[config.mk]
export PLATFORM = sky130hd
export DESIGN_NAME = vram_rect_fill
export DESIGN_NICKNAME = d
export VERILOG_FILES = /design/src/rtl/vga_pkg.sv /design/src/rtl/fill_addr_gen.sv /design/src/rtl/vram_rect_fill.sv
export SDC_FILE = /design/constraint.sdc
export NUM_CORES = 1
export LEC_CHECK = 0
export BUFFER_PORTS_ARGS = -buffer_cell sky130_fd_sc_hd__buf_4
export CELL_PAD_IN_SITES_DETAIL_PLACEMENT = 0
export CELL_PAD_IN_SITES_GLOBAL_PLACEMENT = 2
export CORE_MARGIN = 2
export CORE_UTILIZATION = 41
export CTS_CLUSTER_DIAMETER = 100
export DETAILED_ROUTE_END_ITERATION = 8
export HOLD_SLACK_MARGIN = 0.15
export PLACE_DENSITY = 0.9
export SYNTH_ARGS = -nofsm -noshare
export SYNTH_HDL_FRONTEND = slang
export SYNTH_SLANG_ARGS = --single-unit
[constraint.sdc]
create_clock -name pclk -period 7.7 [get_ports pclk]
set_input_delay 0.77 -clock pclk [delete_from_list [all_inputs] [get_ports pclk]]
set_output_delay 0.77 -clock pclk [all_outputs]
set_load 0.005 [all_outputs]
[src/rtl/vga_pkg.sv]
// Shared VGA/VRAM constants and the fill-engine state type; also used by the
// scan-timing and display-data stages.
package vga_pkg;

    localparam int H_RES = 200;
    localparam int V_RES = 150;
    localparam int AW    = 15;
    localparam int DW    = 12;

    typedef enum logic [1:0] {
        IDLE  = 2'd0,
        SETUP = 2'd1,
        FILL  = 2'd2,
        DONE  = 2'd3
    } fill_state_t;

    function automatic logic [7:0] clamp_coord(input logic [7:0] v, input logic [7:0] lim);
        return (v > lim) ? lim : v;
    endfunction

endpackage

[src/rtl/fill_addr_gen.sv]
// Raster scan address generator: walks xl..xr within each row, yt..yb row by row,
// keeping a running row base so only the initial row needs a multiply.
module fill_addr_gen
    import vga_pkg::*;
(
    input  logic          pclk,
    input  logic          rstn,
    input  logic          load,
    input  logic          step,
    input  logic [7:0]    xl,
    input  logic [7:0]    xr,
    input  logic [7:0]    yt,
    input  logic [7:0]    yb,
    output logic [AW-1:0] addr,
    output logic          last
);

    localparam logic [AW-1:0] ROW_STEP = AW'(H_RES);

    logic [7:0]    x;
    logic [7:0]    y;
    logic [AW-1:0] row_base;
    logic [AW-1:0] top_base;
    logic [AW-1:0] next_base;

    assign top_base  = AW'(yt) * ROW_STEP;
    assign next_base = row_base + ROW_STEP;

    // addr and last always describe the pixel currently being written
    always_ff @(posedge pclk or negedge rstn) begin
        if (!rstn) begin
            x        <= '0;
            y        <= '0;
            row_base <= '0;
            addr     <= '0;
            last     <= 1'b0;
        end else if (load) begin
            x        <= xl;
            y        <= yt;
            row_base <= top_base;
            addr     <= top_base + AW'(xl);
            last     <= (xl == xr) && (yt == yb);
        end else if (step) begin
            if (x < xr) begin
                x    <= x + 8'd1;
                addr <= addr + AW'(1);
                last <= ((x + 8'd1) == xr) && (y == yb);
            end else begin
                x        <= xl;
                y        <= y + 8'd1;
                row_base <= next_base;
                addr     <= next_base + AW'(xl);
                last     <= (xl == xr) && ((y + 8'd1) == yb);
            end
        end
    end

endmodule

[src/rtl/vram_rect_fill.sv]
// Rectangle-fill write engine: accepts one fill command and writes every pixel
// of the clamped, sorted rectangle into VRAM at one pixel per pclk.
//
// state | meaning
// IDLE  | ready for a command
// SETUP | clamp/sort captured corners, load scan counters
// FILL  | one VRAM write per cycle
// DONE  | one-cycle completion pulse
module vram_rect_fill
    import vga_pkg::*;
(
    input  logic          pclk,
    input  logic          rstn,
    input  logic          cmd_valid,
    output logic          cmd_ready,
    input  logic [7:0]    cmd_x0,
    input  logic [7:0]    cmd_y0,
    input  logic [7:0]    cmd_x1,
    input  logic [7:0]    cmd_y1,
    input  logic [DW-1:0] cmd_color,
    output logic          busy,
    output logic          done,
    output logic          we,
    output logic [AW-1:0] waddr,
    output logic [DW-1:0] wdata
);

    localparam logic [7:0] X_MAX = 8'(H_RES - 1);
    localparam logic [7:0] Y_MAX = 8'(V_RES - 1);

    fill_state_t   state, state_nxt;
    logic [7:0]    x0_q, y0_q, x1_q, y1_q;
    logic [DW-1:0] color_q;
    logic [7:0]    xa, xb, ya, yb_c;
    logic [7:0]    xl, xr, yt, yb;
    logic          load, step, last, accept;

    assign cmd_ready = (state == IDLE);
    assign busy      = (state == SETUP) || (state == FILL);
    assign accept    = cmd_valid && cmd_ready;

    // Bounds stay valid through FILL because the captured corners only change on accept
    assign xa   = clamp_coord(x0_q, X_MAX);
    assign xb   = clamp_coord(x1_q, X_MAX);
    assign ya   = clamp_coord(y0_q, Y_MAX);
    assign yb_c = clamp_coord(y1_q, Y_MAX);
    assign xl   = (xa < xb) ? xa : xb;
    assign xr   = (xa < xb) ? xb : xa;
    assign yt   = (ya < yb_c) ? ya : yb_c;
    assign yb   = (ya < yb_c) ? yb_c : ya;

    always_comb begin
        state_nxt = state;
        load      = 1'b0;
        step      = 1'b0;
        case (state)
            IDLE:  if (cmd_valid) state_nxt = SETUP;
            SETUP: begin
                load      = 1'b1;
                state_nxt = FILL;
            end
            FILL: begin
                if (last) state_nxt = DONE;
                else      step      = 1'b1;
            end
            DONE:    state_nxt = IDLE;
            default: state_nxt = IDLE;
        endcase
    end

    always_ff @(posedge pclk or negedge rstn) begin
        if (!rstn) state <= IDLE;
        else       state <= state_nxt;
    end

    always_ff @(posedge pclk or negedge rstn) begin
        if (!rstn) begin
            x0_q    <= '0;
            y0_q    <= '0;
            x1_q    <= '0;
            y1_q    <= '0;
            color_q <= '0;
        end else if (accept) begin
            x0_q    <= cmd_x0;
            y0_q    <= cmd_y0;
            x1_q    <= cmd_x1;
            y1_q    <= cmd_y1;
            color_q <= cmd_color;
        end
    end

    always_ff @(posedge pclk or negedge rstn) begin
        if (!rstn) begin
            we    <= 1'b0;
            done  <= 1'b0;
            wdata <= '0;
        end else begin
            we   <= (state_nxt == FILL);
            done <= (state == FILL) && last;
            if (load) wdata <= color_q;
        end
    end

    fill_addr_gen u_addr_gen (
        .pclk (pclk),
        .rstn (rstn),
        .load (load),
        .step (step),
        .xl   (xl),
        .xr   (xr),
        .yt   (yt),
        .yb   (yb),
        .addr (waddr),
        .last (last)
    );

endmodule

==> results.md, run 1 <==
- Result of the run: finished, final reports clean
- Most repeated cell in the gate-level netlist after synthesis: sky130_fd_sc_hd__dfrtp_1
- Combined flip-flop and latch cell area: 2600 um2
- Detailed-placement wirelength estimate: between 10000 and 15000 um
- Most frequent CP cell: sky130_fd_sc_hd__ha_1
- Final max-slew violation count: 0
- Commonest cells in the synthesized netlist: 104 x sky130_fd_sc_hd__dfrtp_1, 86 x sky130_fd_sc_hd__nand2_1, 67 x sky130_fd_sc_hd__ha_1
- Number of DRC markers in iteration 0: 272
- TritonCTS clock tree: done
- Register area share after synthesis: around a third
- Initial antenna violation count: 0
- Area leader, netlist: sky130_fd_sc_hd__dfrtp_1
- Antenna diode count: 0
- Die X: 142 um
- Area growth syn-to-layout: 14.4%
- Startpoint type of the worst setup path: flip-flop
- Net count of the finished layout: between 1k and 1.5k
- Cells after synthesis: 845
- CTS clock-pin slew for the worst setup and hold paths: 80 ps
- # hold bufs at CTS: 0
- RSZ-0062 raised after global routing: no
- Total Routed Length: between 15000 and 20000 um
- Yosys cell types: 80
- Kind of critical path: reg -> reg
- Antenna Nets Post-Route: 0
- Total clock buffers created by CTS: 9
- Average via count per standard cell: approximately 5.4
- Filler cell count in the final layout: 1822
- Final critical-path required period: 5570 ps
- Post-Syn Nets: 962
- Required arrival time at the worst endpoint: between 7000 and 8000 ps
- Vias in the first global route: 6106
- Number of storage elements in the synthesis netlist: 104
- Final weighted congestion of routability-driven global placement: roughly 0.84
- Sort of element at the end of the critical path: flip-flop
- Avg Synthesized Cell Area: 9.22 um2
- Number of gates given a new drive strength after cts: 0
- Count of warnings emitted by yosys: 0
- Clock tree sinks: 104
- Async S/R FF share, synth: 100%
- Initial Util: 41.7%
- First-pass detailed-route iteration total: 5
- Setup TNS: 0 ps
- List of cells traversed by the critical path: a211o_1 > a21oi_1 > inv_1 > ha_1 > o21ai_1 > a21oi_2 > o21ba_4 > nor2_8 > mux2i_2 > ha_1 > ha_1 > ha_1 > ha_1 > a21o_1 > a21oi_1 > o21bai_1 > a21oi_1 > xnor2_1 > and4_1 > nor4b_2 > xnor2_1 > o22ai_1
- Die span in y: between 100 and 150 um
- Total of buffers placed on input and output ports: 77
- Share of the synthesized area in the top cell type: between 30% and 40%
- Largest clock skew in the final design: 14.4 ps
- Detail-routed net length per standard cell: 16.2 um
- Total Die Area: between 20000 and 25000 um2
- CP max stage cell: sky130_fd_sc_hd__dfrtp_1
- Worst hold path type: in -> async
- Transition time at the pin with the least slew margin: 1060 ps
- Share of post-route cells with drive strength above 1: 21.2%
- Multi-input gate area: 4900 um2
- # setup viols final: 0
- I/O pin count: slightly below 80
- Crit path largest cell delay: 420 ps
- Worst slew slack as a fraction of its limit: 28.9%
- Global-route wire length before repair: 31300 um
- Final Hold Fails: 0
- Number of synthesized flops with an enable pin: 0
- Number of max-cap violations: 0
- Root buffer cell: sky130_fd_sc_hd__clkbuf_16
- Arrival time reported for the critical path endpoint: ~5800 ps
- Combined global-route utilization of all metal layers: 19.4%
- H-tree depth: 3
- Total setup buffers inserted after CTS: 0
- Worst Path Max Fanout: 17
- Deepest clock path buffer count: 2
- Number of remaining DRC errors: 0
- # rows: 50
- Core region area: between 15000 and 20000 um2
- Final period utilization: 72.3%
- Maximum clock frequency: 180 MHz
- Vias: 6194
- Global route overflow: 0
- Largest net degree at the start of global routing: 68
- Largest cells by area after synthesis: sky130_fd_sc_hd__dfrtp_1 33%, sky130_fd_sc_hd__ha_1 11%, sky130_fd_sc_hd__mux2_2 8.7%
- Netlist area before placement: slightly below 8000 um2
- Worst skew pair latency: between 300 and 400 ps
- Commonest register cell after synthesis: sky130_fd_sc_hd__dfrtp_1
==> cells by family after synthesis <==
group / count (synthesis) / synth area share (%)
AO/OA/AOI/OAI: 194 / 16.6
XOR/XNOR: 77 / 8.65
adder cells (fa/ha/maj): 71 / 11.7
buffers and inverters: 77 / 3.82
flip-flops: 104 / 33.4
multiplexers: 74 / 10.6
other: 1 / 0.0481
AND/OR/NAND/NOR: 247 / 15.2
==> per-layer routing <==
| layer | routed length [um] | share of wire, % | global-route usage (%) | vias to the layer above |
|---|---|---|---|---|
| li1 | - | - | - | 3103 |
| met1 | 9110 | 49 | 27.6 | 2950 |
| met3 | 699 | 3.8 | 3.27 | 18 |
| met2 | 8480 | 46 | 31.1 | 123 |
| met5 | 0 | 0 | 0 | - |
| met4 | 250 | 1.3 | 4.53 | 0 |
==> final timing paths <==
| kind | startpoint | endpoint | slack (ps) | depth (start not counted) |
|---|---|---|---|---|
| max | y0_q[5] | u_addr_gen.addr[14] | 2130 | 22 |
| min | rstn | u_addr_gen.addr[10] | 390 | 1 |
| max reg2reg | y0_q[5] | u_addr_gen.addr[14] | 2130 | 22 |
| min reg2reg | color_q[0] | wdata[0] | 510 | 1 |
| max in group asynchronous | rstn | done | 6060 | 2 |
| min in group pclk | color_q[0] | wdata[0] | 510 | 1 |
==> sequential cells by signal, indices dropped and copies added, names as in the netlist, 12 cells and up <==
signal	cells
wdata	12
color_q	12
u_addr_gen.addr	15
u_addr_gen.row_base	12
==> cell usage in the layout (no fill, tap or decap), drive strengths merged, types with 4 or more instances in the layout <==
master / synthesis / routed
a21boi: 4 / 4
a21o: 7 / 7
a21oi: 64 / 64
a22oi: 4 / 4
a31oi: 6 / 6
and2: 4 / 4
and3: 12 / 12
buf: 7 / 85
clkbuf: 27 / 9
dfrtp: 104 / 104
ha: 67 / 67
inv: 43 / 48
mux2: 60 / 60
mux2i: 14 / 14
nand2: 87 / 87
nand2b: 7 / 7
nand3: 24 / 24
nand4: 10 / 10
nor2: 64 / 64
nor2b: 5 / 5
nor3: 11 / 11
nor4: 6 / 6
o21a: 4 / 4
o21ai: 61 / 61
o21bai: 5 / 5
o22ai: 7 / 7
or2: 4 / 4
or3: 4 / 4
xnor2: 40 / 40
xor2: 37 / 37
==> through the flow <==
stage	instance area, um2	utilization, %	hold WS, ps	setup slack, ps	cells
global route	8920	47.7	413	1760	1146
global placement	8590	45.9	481	2280	1130
floorplan	7790	-	474	2450	845
detailed placement	8590	45.9	485	2180	1130
finish	8920	47.7	390	2130	1146
CTS	8920	47.7	405	2140	1146
==> layout make-up <==
cell class                      instances  area share, %
Multi-Input combinational cell        664           54.9
Sequential cell                       104           29.2
Timing Repair Buffer                   85           7.16
Tap cell                              234           3.28
Clock buffer                            9           2.53
Inverter                               43           1.81
Clock inverter                          7           1.11
==> worst max-delay path: cells and delay by family, from the launching register on <==
family / cells / cell delay (ps)
multiplexers: 1 / 410
adder cells (fa/ha/maj): 5 / 1510
AO/OA/AOI/OAI: 10 / 1900
XOR/XNOR: 2 / 380
flip-flops: 1 / 420
buffers and inverters: 1 / 110
AND/OR/NAND/NOR: 3 / 710
Power of run 1 is not shown: default switching activity piles up to over one toggle a cycle in this logic, so the estimate is an artifact.
==> inputs of run 2 (changes only) <==
--- a/config.mk
+++ b/config.mk
@@ -9,11 +9,11 @@
 export CELL_PAD_IN_SITES_DETAIL_PLACEMENT = 0
 export CELL_PAD_IN_SITES_GLOBAL_PLACEMENT = 2
 export CORE_MARGIN = 2
-export CORE_UTILIZATION = 41
+export CORE_UTILIZATION = 34
 export CTS_CLUSTER_DIAMETER = 100
 export DETAILED_ROUTE_END_ITERATION = 8
 export HOLD_SLACK_MARGIN = 0.15
-export PLACE_DENSITY = 0.9
+export PLACE_DENSITY = 0.8
 export SYNTH_ARGS = -nofsm -noshare
 export SYNTH_HDL_FRONTEND = slang
 export SYNTH_SLANG_ARGS = --single-unit
==> constraint.sdc (replaced) <==
create_clock -name pclk -period 5.05 [get_ports pclk]
set_input_delay 0.505 -clock pclk [delete_from_list [all_inputs] [get_ports pclk]]
set_output_delay 0.505 -clock pclk [all_outputs]
set_load 0.005 [all_outputs]
==> results.md, run 2 (synthesis results as in run 1) <==
- Result of the run: finished, final reports clean
- Area growth syn-to-layout: 20.4%
- Maximum clock frequency: 203 MHz (+13%)
- Routed wire length on met3: 730 um (+4.4%)
- List of cells traversed by the critical path: a211o_1 > a21oi_2 > inv_1 > ha_1 > o21ai_2 > a21oi_2 > o21ba_4 > nor2_8 > mux2i_4 > ha_1 > ha_1 > ha_1 > inv_1 > fa_1 > inv_1 > a21oi_1 > o21bai_1 > a21o_1 > a21oi_2 > xor2_2 > nor4b_4 > xnor2_1 > o22ai_1
- Max FFs per register: 15 (unchanged)
- Vias: 6325 (+2.1%)
- Antenna Nets Post-Route: 0 (unchanged)
- TritonCTS clock tree: done
- Deepest clock path buffer count: 2 (unchanged)
- Average via count per standard cell: 5.12 (-5.2%)
- Total Die Area: 24100 um2 (+20%)
- # setup viols final: 0 (unchanged)
- Worst skew pair latency: 370 ps (about the same)
- Final Hold Fails: 0 (unchanged)
- Global route overflow: 0 (unchanged)
- Total clock buffers created by CTS: 9 (unchanged)
- Transition time at the pin with the least slew margin: 1050 ps (-11.8 ps)
- Core region area: 22600 um2 (+21%)
- Total Routed Length: 20000 um (+8.1%)
- RSZ-0062 raised after global routing: yes
- Commonest non-fill, non-tap cell in the layout: sky130_fd_sc_hd__buf_4
- Global-route wire length before repair: 32900 um (+5.3%)
- Net count of the finished layout: 1062 (+3.7%)
- Root buffer cell: sky130_fd_sc_hd__clkbuf_16
- CTS clock-pin slew for the worst setup and hold paths: 90 ps (about the same)
- Combined flip-flop and latch cell area: 2600 um2 (about the same)
- Setup TNS: 0 ps (unchanged)
- Largest clock skew in the final design: 11.7 ps (-2.67 ps)
- FF-to-FF path depth: 23 (+4.5%)
- Final period utilization: 97.8% (+25 points)
- Multi-input gate area: 5020 um2 (+2.6%)
- Clock tree sinks: 104 (unchanged)
- Worst Path Max Fanout: 6 (-11)
- # hold bufs at CTS: 0 (unchanged)
- Sort of element at the end of the critical path: flip-flop
- Length of routed wiring on met1: 9440 um (+3.7%)
- Detail-routed net length per standard cell: 16.2 um (+0.34%)
- Die X: 155 um (+9.5%)
- Filler cell count in the final layout: 2287 (+26%)
- Largest net degree at the start of global routing: 70 (+2.9%)
- Die span in y: 155 um (+9.5%)
- Minimum setup slack among reg-to-reg paths: 110 ps (-2020 ps)
- Number of DRC markers in iteration 0: 299 (+9.9%)
- CP max stage cell: sky130_fd_sc_hd__fa_1
- Combined global-route utilization of all metal layers: 17.0% (-2.4 points)
- First-pass detailed-route iteration total: 4 (-1)
- Cell count after placement: 1211 (+7.2%)
- Final weighted congestion of routability-driven global placement: 0.861 (+2.0%)
- Vias in the first global route: 6330 (+3.7%)
- Most frequent CP cell: sky130_fd_sc_hd__ha_1
- Crit path largest cell delay: 440 ps (+20 ps)
- H-tree depth: 3 (unchanged)
- Most used cells in the layout excluding fill and tap cells: 121 x sky130_fd_sc_hd__buf_4, 103 x sky130_fd_sc_hd__dfrtp_1, 85 x sky130_fd_sc_hd__nand2_1
- Final max-slew violation count: 0 (unchanged)
- Antenna diode count: 0 (unchanged)
- Destination of the worst register-to-register timing path: u_addr_gen.addr[14]
- Number of max-cap violations: 0 (unchanged)
- Final critical-path required period: 4940 ps (-631 ps)
- Initial Util: 34.5% (-7.1 points)
- Number of remaining DRC errors: 0 (unchanged)
- Share of post-route cells with drive strength above 1: 26.2% (+5.0 points)
- Top layer reached by signal wires: met4
- Setup slack after placement: -33.3 ps (-2210 ps)
- Total of buffers placed on input and output ports: 77 (unchanged)
- Most flops, register: u_addr_gen.addr
- Kind of critical path: reg -> reg
- Arrival time reported for the critical path endpoint: 5160 ps (-640 ps)
- Worst slew slack as a fraction of its limit: 29.7% (+0.79 points)
- R2r startpoint: y0_q[5]
- Worst hold path type: in -> async
- Filler-free cell count of the finished design: 1235 (+7.8%)
- Startpoint type of the worst setup path: flip-flop
- Worst setup margin: 113 ps (-2020 ps)
- I/O pin count: 78 (unchanged)
- # rows: 55 (+10%)
- Detailed-placement wirelength estimate: 14900 um (+5.7%)
- Met2 WL: 9540 um (+13%)
- Required arrival time at the worst endpoint: 5270 ps (-2670 ps)
- Initial antenna violation count: 0 (unchanged)
==> run 2: cell count changes in the layout (fill, tap and decap cells not counted), moves of 2 or more <==
cell / before / now
sky130_fd_sc_hd__inv_12: 2 / 0
sky130_fd_sc_hd__o21ai_2: 1 / 3
sky130_fd_sc_hd__clkinv_8: 2 / 5
sky130_fd_sc_hd__nor2_2: 0 / 3
sky130_fd_sc_hd__inv_8: 3 / 1
sky130_fd_sc_hd__a21oi_2: 2 / 6
sky130_fd_sc_hd__nor2_1: 62 / 60
sky130_fd_sc_hd__a21oi_1: 61 / 56
sky130_fd_sc_hd__buf_4: 85 / 121
==> run 2: cell type report <==
type / instances / area share (%)
multi-input combinational: 666 / 53.6
sequential: 104 / 27.8
clock inverter: 7 / 1.08
clock buffer: 9 / 2.40
tap: 285 / 3.80
inverter: 43 / 1.72
timing repair buffer: 121 / 9.68
==> run 2: worst max path at each step <==
stage                  from             endpoint  slack (ps)  depth (start not counted)
detailed placement  y1_q[6]  u_addr_gen.addr[14]         -30                         24
global placement    y0_q[3]  u_addr_gen.addr[14]          80                         24
floorplan           y1_q[6]  u_addr_gen.addr[14]          20                         25
global route        y1_q[6]  u_addr_gen.addr[14]        -120                         22
finish              y0_q[5]  u_addr_gen.addr[14]         110                         23
CTS                 y1_q[6]  u_addr_gen.addr[14]           7                         24
==> run 2: per-layer routing <==
layer	global-route usage (%)	vias up
met3	2.65	26
met1	23.1	3008
met4	4.89	0
met5	0	-
li1	-	3188
met2	28.2	103
==> run 2: through the flow <==
stage               utilization (%)  area [um2]  hold WS [ps]
CTS                            41.0        9250           344
detailed placement             39.4        8890           488
global route                   41.6        9380           348
floorplan                         -        7800           209
global placement               39.4        8890           481
finish                         41.6        9380           264
==> run 2: critical path: cells and delay by family, from the launching register on <==
family | cells | cell delay (ps)
and+or+nand+nor | 2 | 420
xor gates and xnor gates | 2 | 350
buffers and inverters | 3 | 200
adders and majority gates | 5 | 1630
AOI/OAI and AO/OA | 10 | 1490
muxes | 1 | 250
DFF | 1 | 430
==> run 2: what timing repair did <==
| action | 4_1_cts | 5_1_grt |
|---|---|---|
| pin swaps | 3 | 12 |
| setup buffers | 1 | 5 |
| gates resized for setup | 3 | 17 |
| endpoints found under the setup margin | 1 | 25 |
| cloned | 0 | 2 |
Power of run 2 is left out for the same reason.
